<file path="config.mk">
export PLATFORM = sky130hd
export DESIGN_NAME = ss2_reset_gen
export DESIGN_NICKNAME = d
export VERILOG_FILES = /design/src/rtl/ss2_reset_gen.sv
export SDC_FILE = /design/constraint.sdc
export NUM_CORES = 1
export LEC_CHECK = 0
export BUFFER_PORTS_ARGS = -buffer_cell sky130_fd_sc_hd__buf_2
export CAP_MARGIN = 40
export CORE_MARGIN = 1.5
export CORE_UTILIZATION = 50
export CTS_CLUSTER_SIZE = 16
export DETAILED_ROUTE_END_ITERATION = 10
export GPL_TIMING_DRIVEN = 1
export HOLD_SLACK_MARGIN = 0.06
export PLACE_DENSITY = 0.73
export REMOVE_ABC_BUFFERS = 1
export SLEW_MARGIN = 20
export SYNTH_ARGS = -nofsm -noshare
export SYNTH_HDL_FRONTEND = slang
export SYNTH_SLANG_ARGS = --single-unit
</file>
<file path="constraint.sdc">
create_clock -name clk -period 3.5 [get_ports clk]
set_input_delay 0.35 -clock clk [delete_from_list [all_inputs] [get_ports clk]]
set_output_delay 0.35 -clock clk [all_outputs]
set_load 0.02 [all_outputs]
</file>
<file path="src/rtl/ss2_reset_gen.sv">
// Reset pulse generator for ss2/DUT logic: one pulse after power-up, then one
// per software request or per qualified UART break (rxd held low).
module ss2_reset_gen #(
  parameter int unsigned pSTARTUP_WIDTH = 10,
  parameter int unsigned pPULSE_CYCLES  = 4,
  parameter int unsigned pBREAK_CYCLES  = 3200,
  parameter int unsigned pSYNC_STAGES   = 2,
  parameter int unsigned pBREAK_ENABLE  = 1
) (
  input  logic       clk,
  input  logic       reset,
  input  logic       rxd,
  input  logic       sw_reset_req,
  output logic       ss2_reset,
  output logic       ss2_resetn,
  output logic [1:0] reset_cause,
  output logic [7:0] reset_count,
  output logic       break_active
);

  localparam int unsigned BRK_W = $clog2(pBREAK_CYCLES + 1);

  localparam logic [1:0] CAUSE_STARTUP = 2'b01;
  localparam logic [1:0] CAUSE_BREAK   = 2'b10;
  localparam logic [1:0] CAUSE_SW      = 2'b11;

  typedef enum logic [1:0] {
    ST_STARTUP,
    ST_IDLE,
    ST_PULSE,
    ST_WAIT_RXD_HIGH
  } state_t;

  state_t                    state_q = ST_STARTUP;
  state_t                    state_d;
  logic [pSTARTUP_WIDTH-1:0] start_cnt_q = '0;
  logic [pSTARTUP_WIDTH-1:0] start_cnt_d;
  logic [7:0]                pulse_cnt_q = '0;
  logic [7:0]                pulse_cnt_d;
  logic [pSYNC_STAGES-1:0]   sync_q = '1;
  logic [BRK_W-1:0]          brk_cnt_q = '0;
  logic [BRK_W-1:0]          brk_cnt_d;
  logic                      ss2_reset_q = 1'b0;
  logic                      ss2_resetn_q = 1'b1;
  logic [1:0]                cause_q = 2'b00;
  logic [1:0]                cause_d;
  logic [7:0]                count_q = 8'd0;
  logic [7:0]                count_d;
  logic                      ss2_reset_d;
  logic                      rxd_s;
  logic                      brk_trig;
  logic                      fire;
  logic [1:0]                fire_cause;

  assign rxd_s = sync_q[pSYNC_STAGES-1];

  // Trigger on the edge where the low-run counter steps onto the threshold.
  always_comb begin
    brk_cnt_d = brk_cnt_q;
    brk_trig  = 1'b0;
    if (rxd_s) begin
      brk_cnt_d = '0;
    end else if (brk_cnt_q != BRK_W'(pBREAK_CYCLES)) begin
      brk_cnt_d = brk_cnt_q + 1'b1;
      brk_trig  = (pBREAK_ENABLE != 0) && (brk_cnt_q == BRK_W'(pBREAK_CYCLES - 1));
    end
  end

  always_comb begin
    state_d     = state_q;
    start_cnt_d = start_cnt_q;
    pulse_cnt_d = pulse_cnt_q;
    cause_d     = cause_q;
    count_d     = count_q;
    fire        = 1'b0;
    fire_cause  = 2'b00;
    case (state_q)
      ST_STARTUP: begin
        if (start_cnt_q == '1) begin
          fire       = 1'b1;
          fire_cause = CAUSE_STARTUP;
        end else begin
          start_cnt_d = start_cnt_q + 1'b1;
        end
      end
      ST_IDLE: begin
        // Break wins over a coincident software request.
        if (brk_trig) begin
          fire       = 1'b1;
          fire_cause = CAUSE_BREAK;
        end else if (sw_reset_req) begin
          fire       = 1'b1;
          fire_cause = CAUSE_SW;
        end
      end
      ST_PULSE: begin
        if (pulse_cnt_q == 8'(pPULSE_CYCLES - 1)) begin
          state_d = (cause_q == CAUSE_BREAK) ? ST_WAIT_RXD_HIGH : ST_IDLE;
        end else begin
          pulse_cnt_d = pulse_cnt_q + 1'b1;
        end
      end
      ST_WAIT_RXD_HIGH: begin
        if (rxd_s) state_d = ST_IDLE;
      end
      default: state_d = ST_STARTUP;
    endcase
    if (fire) begin
      state_d     = ST_PULSE;
      pulse_cnt_d = 8'd0;
      cause_d     = fire_cause;
      count_d     = (count_q == 8'hFF) ? count_q : count_q + 1'b1;
    end
    ss2_reset_d = (state_d == ST_PULSE);
  end

  always_ff @(posedge clk) begin
    if (reset) begin
      state_q      <= ST_STARTUP;
      start_cnt_q  <= '0;
      pulse_cnt_q  <= 8'd0;
      sync_q       <= '1;
      brk_cnt_q    <= '0;
      ss2_reset_q  <= 1'b0;
      ss2_resetn_q <= 1'b1;
      cause_q      <= 2'b00;
      count_q      <= 8'd0;
    end else begin
      state_q      <= state_d;
      start_cnt_q  <= start_cnt_d;
      pulse_cnt_q  <= pulse_cnt_d;
      sync_q       <= {sync_q[pSYNC_STAGES-2:0], rxd};
      brk_cnt_q    <= brk_cnt_d;
      ss2_reset_q  <= ss2_reset_d;
      ss2_resetn_q <= ~ss2_reset_d;
      cause_q      <= cause_d;
      count_q      <= count_d;
    end
  end

  assign ss2_reset    = ss2_reset_q;
  assign ss2_resetn   = ss2_resetn_q;
  assign reset_cause  = cause_q;
  assign reset_count  = count_q;
  assign break_active = (brk_cnt_q == BRK_W'(pBREAK_CYCLES));

endmodule

</file>
==> flow_metrics.env <==
export IMPL_cp_required_ps=3150
export IMPL_seq_area_um2=921
export IMPL_final_area_um2=2300
export IMPL_p_seq_frac=0.568
export IMPL_grtUsageTotal=0.170
export IMPL_clock_sinks=46
export IMPL_ys_seq_elements=46
export IMPL_switching_share=0.199
export IMPL_multi_input_area_um2=1110
export IMPL_cts_setup_buffers=0
export IMPL_syn_inst=230
export IMPL_ys_flop_type="dfxtp_1"
export IMPL_dieArea_um2=4580
export IMPL_arrival_ps=1950
export IMPL_cp_startpoint="brk_cnt_q[0]"
export IMPL_syn_cell_area_um2=2090
export IMPL_final_setup_viol_count=0
export IMPL_fill_cells=369
export IMPL_io_pins=17
export IMPL_peakVddDrop_v=0.000271
export IMPL_met2_usage=0.270
export IMPL_syn2layout_area_growth_pct=10.1
export IMPL_clock_skew_ps=6.99
export IMPL_fp_dieW_um=67.7
export IMPL_synth_fa_ha_area_frac=0.0299
export IMPL_synthXorXnorAreaFrac=0.105
export IMPL_dpl_cell_area_um2=2200
export IMPL_die_h_um=67.7
export IMPL_setup_tns_ps=0
export IMPL_seq_area_frac_synth=0.440
export IMPL_hpwl_um=2500
export IMPL_slowest_delay_ps=490
export IMPL_slowest_stage="or4bb_1"
export IMPL_min_period_ps=2300
export IMPL_finish_utilization=0.576
export IMPL_nNetsFinal=254
export IMPL_busiest_layer="met2"
export IMPL_ys_async_sr_fraction=0
export IMPL_initial_core_util=0.523
export IMPL_startpoint_type="flip-flop"
export IMPL_fmax_mhz=435
export IMPL_root_buffer="clkbuf_8"
export IMPL_drc=0
export IMPL_insertedDiodeCount=0
export IMPL_relSlewSlack=0.524
export IMPL_antenna_found_initial=0
export IMPL_powerDensity_nw_per_um2=406
export IMPL_cellLeakagePower_nw=0.886
export IMPL_met3_usage=0.0517
export IMPL_yosys_area_share_simple=0.299
export IMPL_tightest_slew_ps=710
export IMPL_placementRows=23
export IMPL_grt_pass1_vias=1370
export IMPL_crit_type="reg -> out"
export IMPL_combPwrFrac=0.020
export IMPL_worstSetupEndpointType="output port"
export IMPL_p_sw_w=0.000186
export IMPL_maxCapViolations=0
export IMPL_p_clk_frac=0.412
export IMPL_synthMuxAreaShare=0.0239
export IMPL_insertion_delay_ps=290
export IMPL_core_area_um2=4000
export IMPL_worstHoldStart="rxd"
export IMPL_cts_htree_levels=2
export IMPL_rsz0062_at_grt="no"
export IMPL_first_iter_violations=95
export IMPL_cts_repair_resized=0
export IMPL_timing_rr_start="state_q[0]"
export IMPL_status="finished clean"
export IMPL_worstPathMaxFanout=5
export IMPL_finalCritPeriodShare=0.656
export IMPL_finalWeightedCongestion=0.786
export IMPL_grt_pass1_wl_um=5930
export IMPL_via_per_inst=5.23
export IMPL_cts_buffer_depth=2
export IMPL_io_buffers=16
export IMPL_vias=1548
export IMPL_cts_tree="built"
export IMPL_final_hold_viol_count=0
export IMPL_ys_warn_count=0
export IMPL_antenna_left=0
export IMPL_overflow=0
export IMPL_path_cells="inv_1 -> ha_1 -> or4bb_1 -> nor3_2 -> buf_2"
export IMPL_synth_top_family_by_area="simple AND/OR/NAND/NOR gates"
export IMPL_clkTransAtPathRegs_ps=80
export IMPL_hold_class="in -> reg"
export IMPL_numCtsBuffers=5
export IMPL_drv_slew=0
export IMPL_drive_gt1_frac=0.130
export IMPL_synth_compound_area_frac=0.0754
export IMPL_total_power_w=0.000935
export IMPL_grt_start_max_net_pins=29
export IMPL_synth_edf_count=0
export IMPL_ys_types=43
export IMPL_drt_total_wl_um=3560
export IMPL_wl_per_cell_um=12.0
export IMPL_cts_hold_buf=0
export IMPL_power_internal_w=0.000748
export IMPL_grt_use_met1=0.217
export IMPL_syn_area_per_cell_um2=9.09
export IMPL_firstDrtPassIters=4
==> synth_stat cells (all sizes together) (3+ instances only) <==
cell    count  area (µm²)
and4        3        26.3
o21ai       5        25.0
nand4       7        43.8
xnor2      10        87.6
or2         7        43.8
o31ai       3        27.5
nor2       37         139
nor3        6        35.0
xor2       15         131
nand3      11        55.1
mux2i       5        50.1
and3        8        50.1
or3         6        37.5
inv         5        18.8
ha          5        62.6
dfxtp      46         921
clkbuf      7        26.3
nand2       9        33.8
a21oi       9        45.0
==> flip-flops by register name (all words and copies together) (netlist names) <==
register / flops
brk_cnt_q: 12
start_cnt_q: 10
pulse_cnt_q: 8
reset_count: 8
reset_cause: 2
state_q: 2
sync_q: 2
ss2_reset: 1
ss2_resetn: 1
==> worst max-delay path: cells and delay by family, from the launching register on <==
| family | cells | cell delay (ps) |
|---|---|---|
| simple gates | 2 | 820 |
| buf+inv | 2 | 340 |
| flops | 1 | 350 |
| fa+ha+maj | 1 | 140 |
==> cell usage in the layout, fill, tap and decap left out, types with 3 or more instances in the layout <==
cell type,instances
dfxtp_1,46
nor2_1,37
buf_2,16
xor2_1,15
nand3_1,11
xnor2_1,10
nand2_1,9
a21oi_1,9
and3_1,8
nand4_1,7
or3_1,6
inv_1,5
or2_2,5
mux2i_1,5
nor3_1,5
o21ai_0,5
ha_1,5
clkbuf_8,5
and4_1,3
==> worst paths after layout <==
kind / end / slack (ps) / cells after the start
worst max-delay path: break_active / 1200 / 5
worst min-delay path: sync_q[0] / 250 / 2
worst max register to register: reset_count[7] / 1390 / 5
worst min register to register: sync_q[1] / 430 / 1
==> metal layers <==
metal | vias to the layer above | share of wire | routed length, µm
met5 | - | 0 | 0
met4 | 0 | 0.0096 | 34
met3 | 2 | 0.033 | 117
met2 | 21 | 0.44 | 1560
met1 | 690 | 0.52 | 1850
li1 | 835 | - | -
==> power by group through the flow <==
stage | clock [W] | combinational, W | sequential [W]
final | 0.000385 | 0.0000187 | 0.000531
after CTS | 0.000395 | 0.0000190 | 0.000531
after global placement | 0 | 0.0000189 | 0.000543
after detailed placement | 0 | 0.0000188 | 0.000543
after global routing | 0.000410 | 0.0000212 | 0.000531
after floorplan | 0 | 0.0000104 | 0.000542
==> logic make-up after synthesis <==
family | after synthesis
compound gates | 25
xor+xnor | 25
fa+ha+maj | 5
buf+inv | 13
flops | 46
mux | 5
simple gates | 111
==> cell type report <==
| class | count | area share |
|---|---|---|
| flip-flops and latches | 46 | 0.400 |
| inverters | 5 | 0.00815 |
| multi-input cells | 171 | 0.484 |
| clock inverters | 1 | 0.0130 |
| well taps | 50 | 0.0272 |
| clock buffers | 7 | 0.0332 |
| repair buffers | 16 | 0.0348 |
==> through the flow <==
step                hold WS, ps  std cells  setup slack (ps)
CTS                         239        296              1150
detailed placement          413        288              1410
global placement            412        288              1420
global route                242        296              1080
finish                      246        296              1200
floorplan                   389        222              1560
No activity file was read; power rests on OpenSTA's default activity.
